### src/rtl/pipe_register_if.sv
// Valid/ready handshake bundle for pipe_register: upstream input side, downstream
// output side, synchronous flush and the occupancy count.
interface pipe_register_if #(
    parameter int N      = 4,
    parameter int STAGES = 2
);
    localparam int CW = $clog2(STAGES + 1);

    logic          flush;
    logic          in_valid;
    logic          in_ready;
    logic [N-1:0]  in_data;
    logic          out_valid;
    logic          out_ready;
    logic [N-1:0]  out_data;
    logic [CW-1:0] count;

    modport master (
        output flush, in_valid, in_data, out_ready,
        input  in_ready, out_valid, out_data, count
    );

    modport slave (
        input  flush, in_valid, in_data, out_ready,
        output in_ready, out_valid, out_data, count
    );
endinterface

### src/rtl/pipe_register.sv
// Multi-stage valid/ready pipeline register with bubble collapsing, backpressure,
// synchronous flush and a registered occupancy count.
module pipe_register #(
    parameter int N      = 4,
    parameter int STAGES = 2
) (
    input  logic              clk,
    input  logic              reset_n,
    pipe_register_if.slave    bus
);
    localparam int CW = $clog2(STAGES + 1);

    logic [STAGES-1:0] v_q, v_d;
    logic [N-1:0]      d_q [STAGES];
    logic [N-1:0]      d_d [STAGES];
    logic [CW-1:0]     count_q, count_d;
    logic [STAGES-1:0] adv;
    logic              in_ready;
    logic              in_fire;
    logic              out_fire;

    // A stage may advance if it is empty or everything ahead of it can move.
    always_comb begin
        logic run;
        adv = '0;
        run = bus.out_ready;
        for (int i = STAGES - 1; i >= 0; i--) begin
            run    = !v_q[i] || run;
            adv[i] = run;
        end
    end

    assign in_ready = adv[0] && !bus.flush && reset_n;
    assign in_fire  = bus.in_valid && in_ready;
    assign out_fire = v_q[STAGES-1] && bus.out_ready;

    always_comb begin
        v_d     = v_q;
        d_d     = d_q;
        count_d = count_q;
        if (bus.flush) begin
            v_d     = '0;
            count_d = '0;
        end else begin
            if (adv[0]) begin
                v_d[0] = in_fire;
                if (in_fire) d_d[0] = bus.in_data;
            end
            for (int i = 1; i < STAGES; i++) begin
                if (adv[i]) begin
                    v_d[i] = v_q[i-1];
                    if (v_q[i-1]) d_d[i] = d_q[i-1];
                end
            end
            count_d = count_q + CW'(in_fire) - CW'(out_fire);
        end
    end

    always_ff @(posedge clk) begin
        if (!reset_n) begin
            v_q     <= '0;
            count_q <= '0;
            for (int i = 0; i < STAGES; i++) d_q[i] <= '0;
        end else begin
            v_q     <= v_d;
            count_q <= count_d;
            for (int i = 0; i < STAGES; i++) d_q[i] <= d_d[i];
        end
    end

    assign bus.in_ready  = in_ready;
    assign bus.out_valid = v_q[STAGES-1];
    assign bus.out_data  = d_q[STAGES-1];
    assign bus.count     = count_q;
endmodule

### src/flat_wrapper.sv
// flat-port wrapper written by rule: the top's interface ports become plain ports
module pipe_register_flat 
#(
    parameter int N      = 4,
    parameter int STAGES = 2
)
  (clk, reset_n, bus_flush, bus_in_valid, bus_in_data, bus_out_ready, bus_in_ready, bus_out_valid, bus_out_data, bus_count);
  pipe_register_if #(.N(N), .STAGES(STAGES)) bus_i ();
  input  logic clk;
  input  logic reset_n;
  input wire logic [$bits(bus_i.flush)-1:0] bus_flush;
  input wire logic [$bits(bus_i.in_valid)-1:0] bus_in_valid;
  input wire logic [$bits(bus_i.in_data)-1:0] bus_in_data;
  input wire logic [$bits(bus_i.out_ready)-1:0] bus_out_ready;
  output wire logic [$bits(bus_i.in_ready)-1:0] bus_in_ready;
  output wire logic [$bits(bus_i.out_valid)-1:0] bus_out_valid;
  output wire logic [$bits(bus_i.out_data)-1:0] bus_out_data;
  output wire logic [$bits(bus_i.count)-1:0] bus_count;
  assign bus_i.flush = bus_flush;
  assign bus_i.in_valid = bus_in_valid;
  assign bus_i.in_data = bus_in_data;
  assign bus_i.out_ready = bus_out_ready;
  assign bus_in_ready = bus_i.in_ready;
  assign bus_out_valid = bus_i.out_valid;
  assign bus_out_data = bus_i.out_data;
  assign bus_count = bus_i.count;
  pipe_register #(.N(N), .STAGES(STAGES)) u_core (.clk(clk), .reset_n(reset_n), .bus(bus_i));
endmodule
### config.mk
export PLATFORM = sky130hd
export DESIGN_NAME = pipe_register_flat
export DESIGN_NICKNAME = d
export VERILOG_FILES = /design/src/rtl/pipe_register_if.sv /design/src/rtl/pipe_register.sv /design/src/flat_wrapper.sv
export SDC_FILE = /design/constraint.sdc
export NUM_CORES = 1
export LEC_CHECK = 0
export CAP_MARGIN = 20
export CORE_MARGIN = 4
export CORE_UTILIZATION = 40
export CTS_BUF_LIST = sky130_fd_sc_hd__clkbuf_2 sky130_fd_sc_hd__clkbuf_4 sky130_fd_sc_hd__clkbuf_8
export CTS_CLUSTER_SIZE = 25
export DETAILED_ROUTE_END_ITERATION = 16
export PLACE_DENSITY_LB_ADDON = 0.1
export SYNTH_ARGS = -nofsm -noshare
export SYNTH_HDL_FRONTEND = slang
export SYNTH_SLANG_ARGS = --single-unit
### constraint.sdc
create_clock -name clk -period 1.3 [get_ports clk]
set_input_delay 0.13 -clock clk [delete_from_list [all_inputs] [get_ports clk]]
set_output_delay 0.13 -clock clk [all_outputs]
set_load 0.02 [all_outputs]
; ---- After elaboration in Yosys (flattened, before gate mapping)
; Index checks and enable logic that the tools add are counted.
[op_classes]
add_sub_neg = 2
n_bitwise = 2
n_reduce_logical = 12
[ops]
columns = cell, count
row1 = $reduce_and 3->1, 2
row2 = $logic_and 1x1->1, 4
row3 = $logic_not 1->1, 3
row4 = $add 2x1->2, 1
row5 = $logic_or 1x1->1, 2
row6 = $not 1->1, 2
row7 = $reduce_or 2->1, 1
row8 = $sub 2x1->2, 1
[totals]
reg_bits = 12
in_bits = 9
output_inout_bits = 8
wordCells = 21

; ---- Logic depth before layout (Yosys ltp)
; Gate-level depths: netlist (run 1).
[depth]
depth_word = 8
depth_mapped = 5
ltp_nobuf = 5

; ---- Least setup slack after synthesis (run 1)
; Ideal clock, no wire load.
[synth_path]
path_type = flip-flop to flip-flop
startpoint = register u_core.v_q[1]
endpoint = register u_core.count_q[1] (netlist: u_core.bus.count[1])
setup_ps = 126
arrival_ps = 1290
required_ps = 1174
setup_slack_ps = -116
stages_incl_launch_ff = 6
n_path_buf = 0
synth_period_minus_slack_ps = 1416
cell_sequence = dfxtp_1 > and2_1 > ha_1 > nand2b_1 > o211ai_1 > o31ai_2
[synth_between]
elab_chain_cells = 8
elab_cells_between_ends = 9
classes_between = add/sub (2) / reduce/logical (7)
[synth_rtl]
columns = element, line
row1 = start: declaration, pipe_register.sv:13  ; logic [STAGES-1:0] v_q, v_d;
row2 = start signal: assignment, pipe_register.sv:65  ; v_q <= v_d;
row3 = $logic_not 1->1, pipe_register.sv:28  ; run = !v_q[i] || run;
row4 = $logic_or 1x1->1 (2 in a row), pipe_register.sv:28
row5 = $logic_and 1x1->1 (2 in a row), pipe_register.sv:33  ; assign in_ready = adv[0] && !bus.flush && reset_n;
row6 = $logic_and 1x1->1, pipe_register.sv:34  ; assign in_fire = bus.in_valid && in_ready;
row7 = $add 2x1->2, pipe_register.sv:55  ; count_d = count_q + CW'(in_fire) - CW'(out_fire);
row8 = $sub 2x1->2 *, pipe_register.sv:55
row9 = end signal: assignment, pipe_register.sv:66  ; count_q <= count_d;
row10 = end: declaration, pipe_register.sv:16  ; logic [CW-1:0] count_q, count_d;
; Every way passes the cells marked *; elsewhere a longest branch is shown, timed or not.
; A chain may end at the register's enable or synchronous reset.

; ---- Worst setup path in the final report (run 1)
; Same ends and word-level chain as after synthesis.

==> out/qor.yml, run 1 <==
status: "finished, final reports clean"
dieArea_um2: 2170
reg2reg_to: "u_core.bus.count[1]"
dp.cells: 99
cp-end-kind: "flip-flop"
finClkSkew_ps: 4.11
vias_per_cell: 5.08
relSlewSlack_pct: 83.3
holdPathEnd: "u_core.d_q[6]"
io_pins: 17
setup_viol: 0
layout_min_cycle_time_ps: 1270
h-tree-depth: 1
synth.top_cell.area_share_pct: 40.4
gp_congestion: 0.677
grt_pass1_vias: 447
cts_tree: "yes"
p_per_area_nw_per_um2: 887
rows: 13
grt_util_all_layers_pct: 12.0
grt-ovfl-total: 0
synth_top_area_cell: "dfxtp_1"
post-route-period-util_pct: 97.4
syn_area_um2: 594
ctsLongestPathBuffers: 2
cts_root_buf: "clkbuf_4"
clk_pin_slew_ps: 70
port-buffer-count: 16
stdcell_count: 104
synthArstFlopShare_pct: 0
arrival_ps: 1420
clk_latency_ps: 270
clock-sinks: 12
floorplan.initialDensity_pct: 44.0
ant_nets: 0
worst_pin_slew_ps: 249
avgSynthCellArea_um2: 8.87
numCtsBuffers: 3
dpl.hpwl_um: 907
power_frac_clock_pct: 34.9
crit_type: "reg2reg"
crit_path_top_delay_cell: "dfxtp_4"
drive_above_1_share_pct: 29.2
pwr-share-seq_pct: 51.9
fin_util_pct: 61.4
drc: 0
die_y_um: 46.5
min_delay_path_depth: 3
drtPass1Iterations: 3
synth-edff-count: 0
required_ps: 1450
r2r_start: "u_core.v_q[1]"
antenna_cells: 0
drt_iter0_drc: 6
cp-start-kind: "flip-flop"
core_area_um2: 1350
synth.most_common_cell: "dfxtp_1"
wire_per_inst_um: 11.0
grt_max_degree: 11
antenna_found_initial: 0
drv_slew: 0
critPathMaxFanout: 4
grt_pass1_wl_um: 1810
cap_violations: 0
hold_buffers: 0
synth.area.top_cells: "dfxtp_1, nand3_1, o21ai_2"
p_leak_nw: 0.376
p_sw_mw: 0.164
ys_seq_area_share_pct: 40.4
r2r_cells: 5
cpPeakStageDelay_ps: 350
synthToLayoutAreaGrowth_pct: 39.6
synth_common_cells: "dfxtp_1, nand3_1, nand2_1, nor2_1"
dieWidth_um: 46.5
via_count: 528
power_frac_comb_pct: 13.2
hold_path.class: "in2reg"
path_cells: "and2_4, ha_4, nand2b_4, o211ai_1, o31ai_2"
r2r_slack_ps: 30
p_int_mw: 0.572
fmax_mhz: 790
yosys_warnings: 0
drt-total-wl_um: 1150
hp-start: "bus_in_data[2]"
layout.nets: 100
synthCells: 67
synth.distinct_cells: 24
synthFlopType: "dfxtp_1"
ys_ff_latch: 12
sw_frac_of_total_pct: 22.3
irDropWorstVdd_v: 0.000826
synth_fp_nets: 77
hold_violations: 0
-- how the worst max path moves through the flow --
| stage | slack, ps | from | endpoint |
|---|---|---|---|
| floorplan | 20 | u_core.v_q[1] | u_core.bus.count[1] |
| global placement | -370 | bus_out_ready | bus_in_ready |
| detailed placement | -380 | bus_out_ready | bus_in_ready |
| CTS | 20 | u_core.v_q[1] | u_core.bus.count[1] |
| global route | -6 | u_core.v_q[1] | u_core.bus.count[1] |
| finish | 30 | u_core.v_q[1] | u_core.bus.count[1] |
-- flip-flops by register name, indices dropped and copies added (netlist names) --
register             count
u_core.v_q               2
u_core.bus.count         2
u_core.d_q               4
u_core.bus.out_data      4
-- final cells by class --
class	instances	area (um2)
Clock buffer	4	30.0
Fill cell	127	520
Inverter	1	3.75
Multi-Input combinational cell	48	327
Sequential cell	12	245
Tap cell	15	18.8
Timing Repair Buffer	24	205
-- critical path: cells and delay by family, from the launching register on --
kind	cells	cell delay [ps]
compound gates	2	300
fa+ha+maj	1	220
flops	1	350
simple gates	2	270
-- cells by family (layout without fill, tap and decap cells) --
group / Yosys count / in the layout / share of synthesized area [%]
AO/OA/AOI/OAI: 16 / 16 / 19.4
AND/OR/NAND/NOR: 30 / 30 / 28.2
buffers and inverters: 7 / 29 / 8.42
adder cells (fa/ha/maj): 1 / 1 / 2.10
flip-flops: 12 / 12 / 40.4
XOR/XNOR: 1 / 1 / 1.47
-- power by group through the flow --
stage               clock (mW)  combinational, mW  sequential (mW)
detailed placement           0             0.0987            0.391
floorplan                    0             0.0474            0.393
CTS                      0.270             0.0950            0.383
finish                   0.257             0.0972            0.382
global placement             0             0.0977            0.391
global route             0.281              0.107            0.384
-- per-stage QoR --
| stage | power, mW | hold slack [ps] | TNS (ps) | setup slack (ps) | area (um2) |
|---|---|---|---|---|---|
| after detailed placement | 0.490 | 451 | -1200 | -380 | 797 |
| after CTS | 0.747 | 422 | 0 | 18.9 | 815 |
| after floorplan | 0.440 | 251 | 0 | 16.9 | 612 |
| after global routing | 0.772 | 433 | -6.10 | -6.10 | 830 |
| final | 0.736 | 426 | 0 | 34.1 | 830 |
| after global placement | 0.489 | 459 | -1070 | -374 | 797 |
-- what timing repair did --
| item | CTS | global route |
|---|---|---|
| gates resized for setup | 13 | 1 |
| buffers inserted | 0 | 1 |
| pin swaps | 1 | 1 |
| setup endpoints to repair | 9 | 1 |
-- layout by cell type (no fill, tap or decap), types with 2 or more instances in the layout --
master           netlist  layout
dfxtp_1               12      10
clkdlybuf4s50_1        0       7
and3b_1                2       2
dlygate4sd2_1          0       8
clkbuf_4               0       4
nand2b_1               4       3
and2b_2                2       2
nand2_1                5       5
buf_4                  4       8
nand3_1                8       8
o21ai_2                4       4
nor2_1                 5       5
o21ai_1                4       4
a21boi_1               4       4
and2_4                 1       2
-- routing by layer --
| metal | global-route usage (%) | vias to the layer above | share of wire (%) |
|---|---|---|---|
| met4 | 3.41 | 0 | 0.79 |
| li1 | - | 274 | - |
| met1 | 13.0 | 239 | 47 |
| met2 | 20.3 | 13 | 45 |
| met3 | 5.86 | 2 | 7.0 |
| met5 | 0 | - | 0 |
Power figures use the tool's default switching activity.
==> run 2, diff against run 1 <==
--- a/config.mk
+++ b/config.mk
@@ -9,9 +9,9 @@
 export CORE_MARGIN = 4
 export CORE_UTILIZATION = 40
 export CTS_BUF_LIST = sky130_fd_sc_hd__clkbuf_2 sky130_fd_sc_hd__clkbuf_4 sky130_fd_sc_hd__clkbuf_8
-export CTS_CLUSTER_SIZE = 25
 export DETAILED_ROUTE_END_ITERATION = 16
 export PLACE_DENSITY_LB_ADDON = 0.1
+export SLEW_MARGIN = 20
 export SYNTH_ARGS = -nofsm -noshare
 export SYNTH_HDL_FRONTEND = slang
 export SYNTH_SLANG_ARGS = --single-unit
==> results of run 2 <==
Final layout, timing and power as in run 1 (identical DEF).
==> run 3, diff against run 2 <==
--- a/config.mk
+++ b/config.mk
@@ -5,10 +5,12 @@
 export SDC_FILE = /design/constraint.sdc
 export NUM_CORES = 1
 export LEC_CHECK = 0
+export ABC_CLOCK_PERIOD_IN_PS = 1300
 export CAP_MARGIN = 20
 export CORE_MARGIN = 4
 export CORE_UTILIZATION = 40
 export CTS_BUF_LIST = sky130_fd_sc_hd__clkbuf_2 sky130_fd_sc_hd__clkbuf_4 sky130_fd_sc_hd__clkbuf_8
+export CTS_CLUSTER_SIZE = 24
 export DETAILED_ROUTE_END_ITERATION = 16
 export PLACE_DENSITY_LB_ADDON = 0.1
 export SLEW_MARGIN = 20
==> results of run 3 <==
Final layout, timing and power as in run 1 (identical DEF).
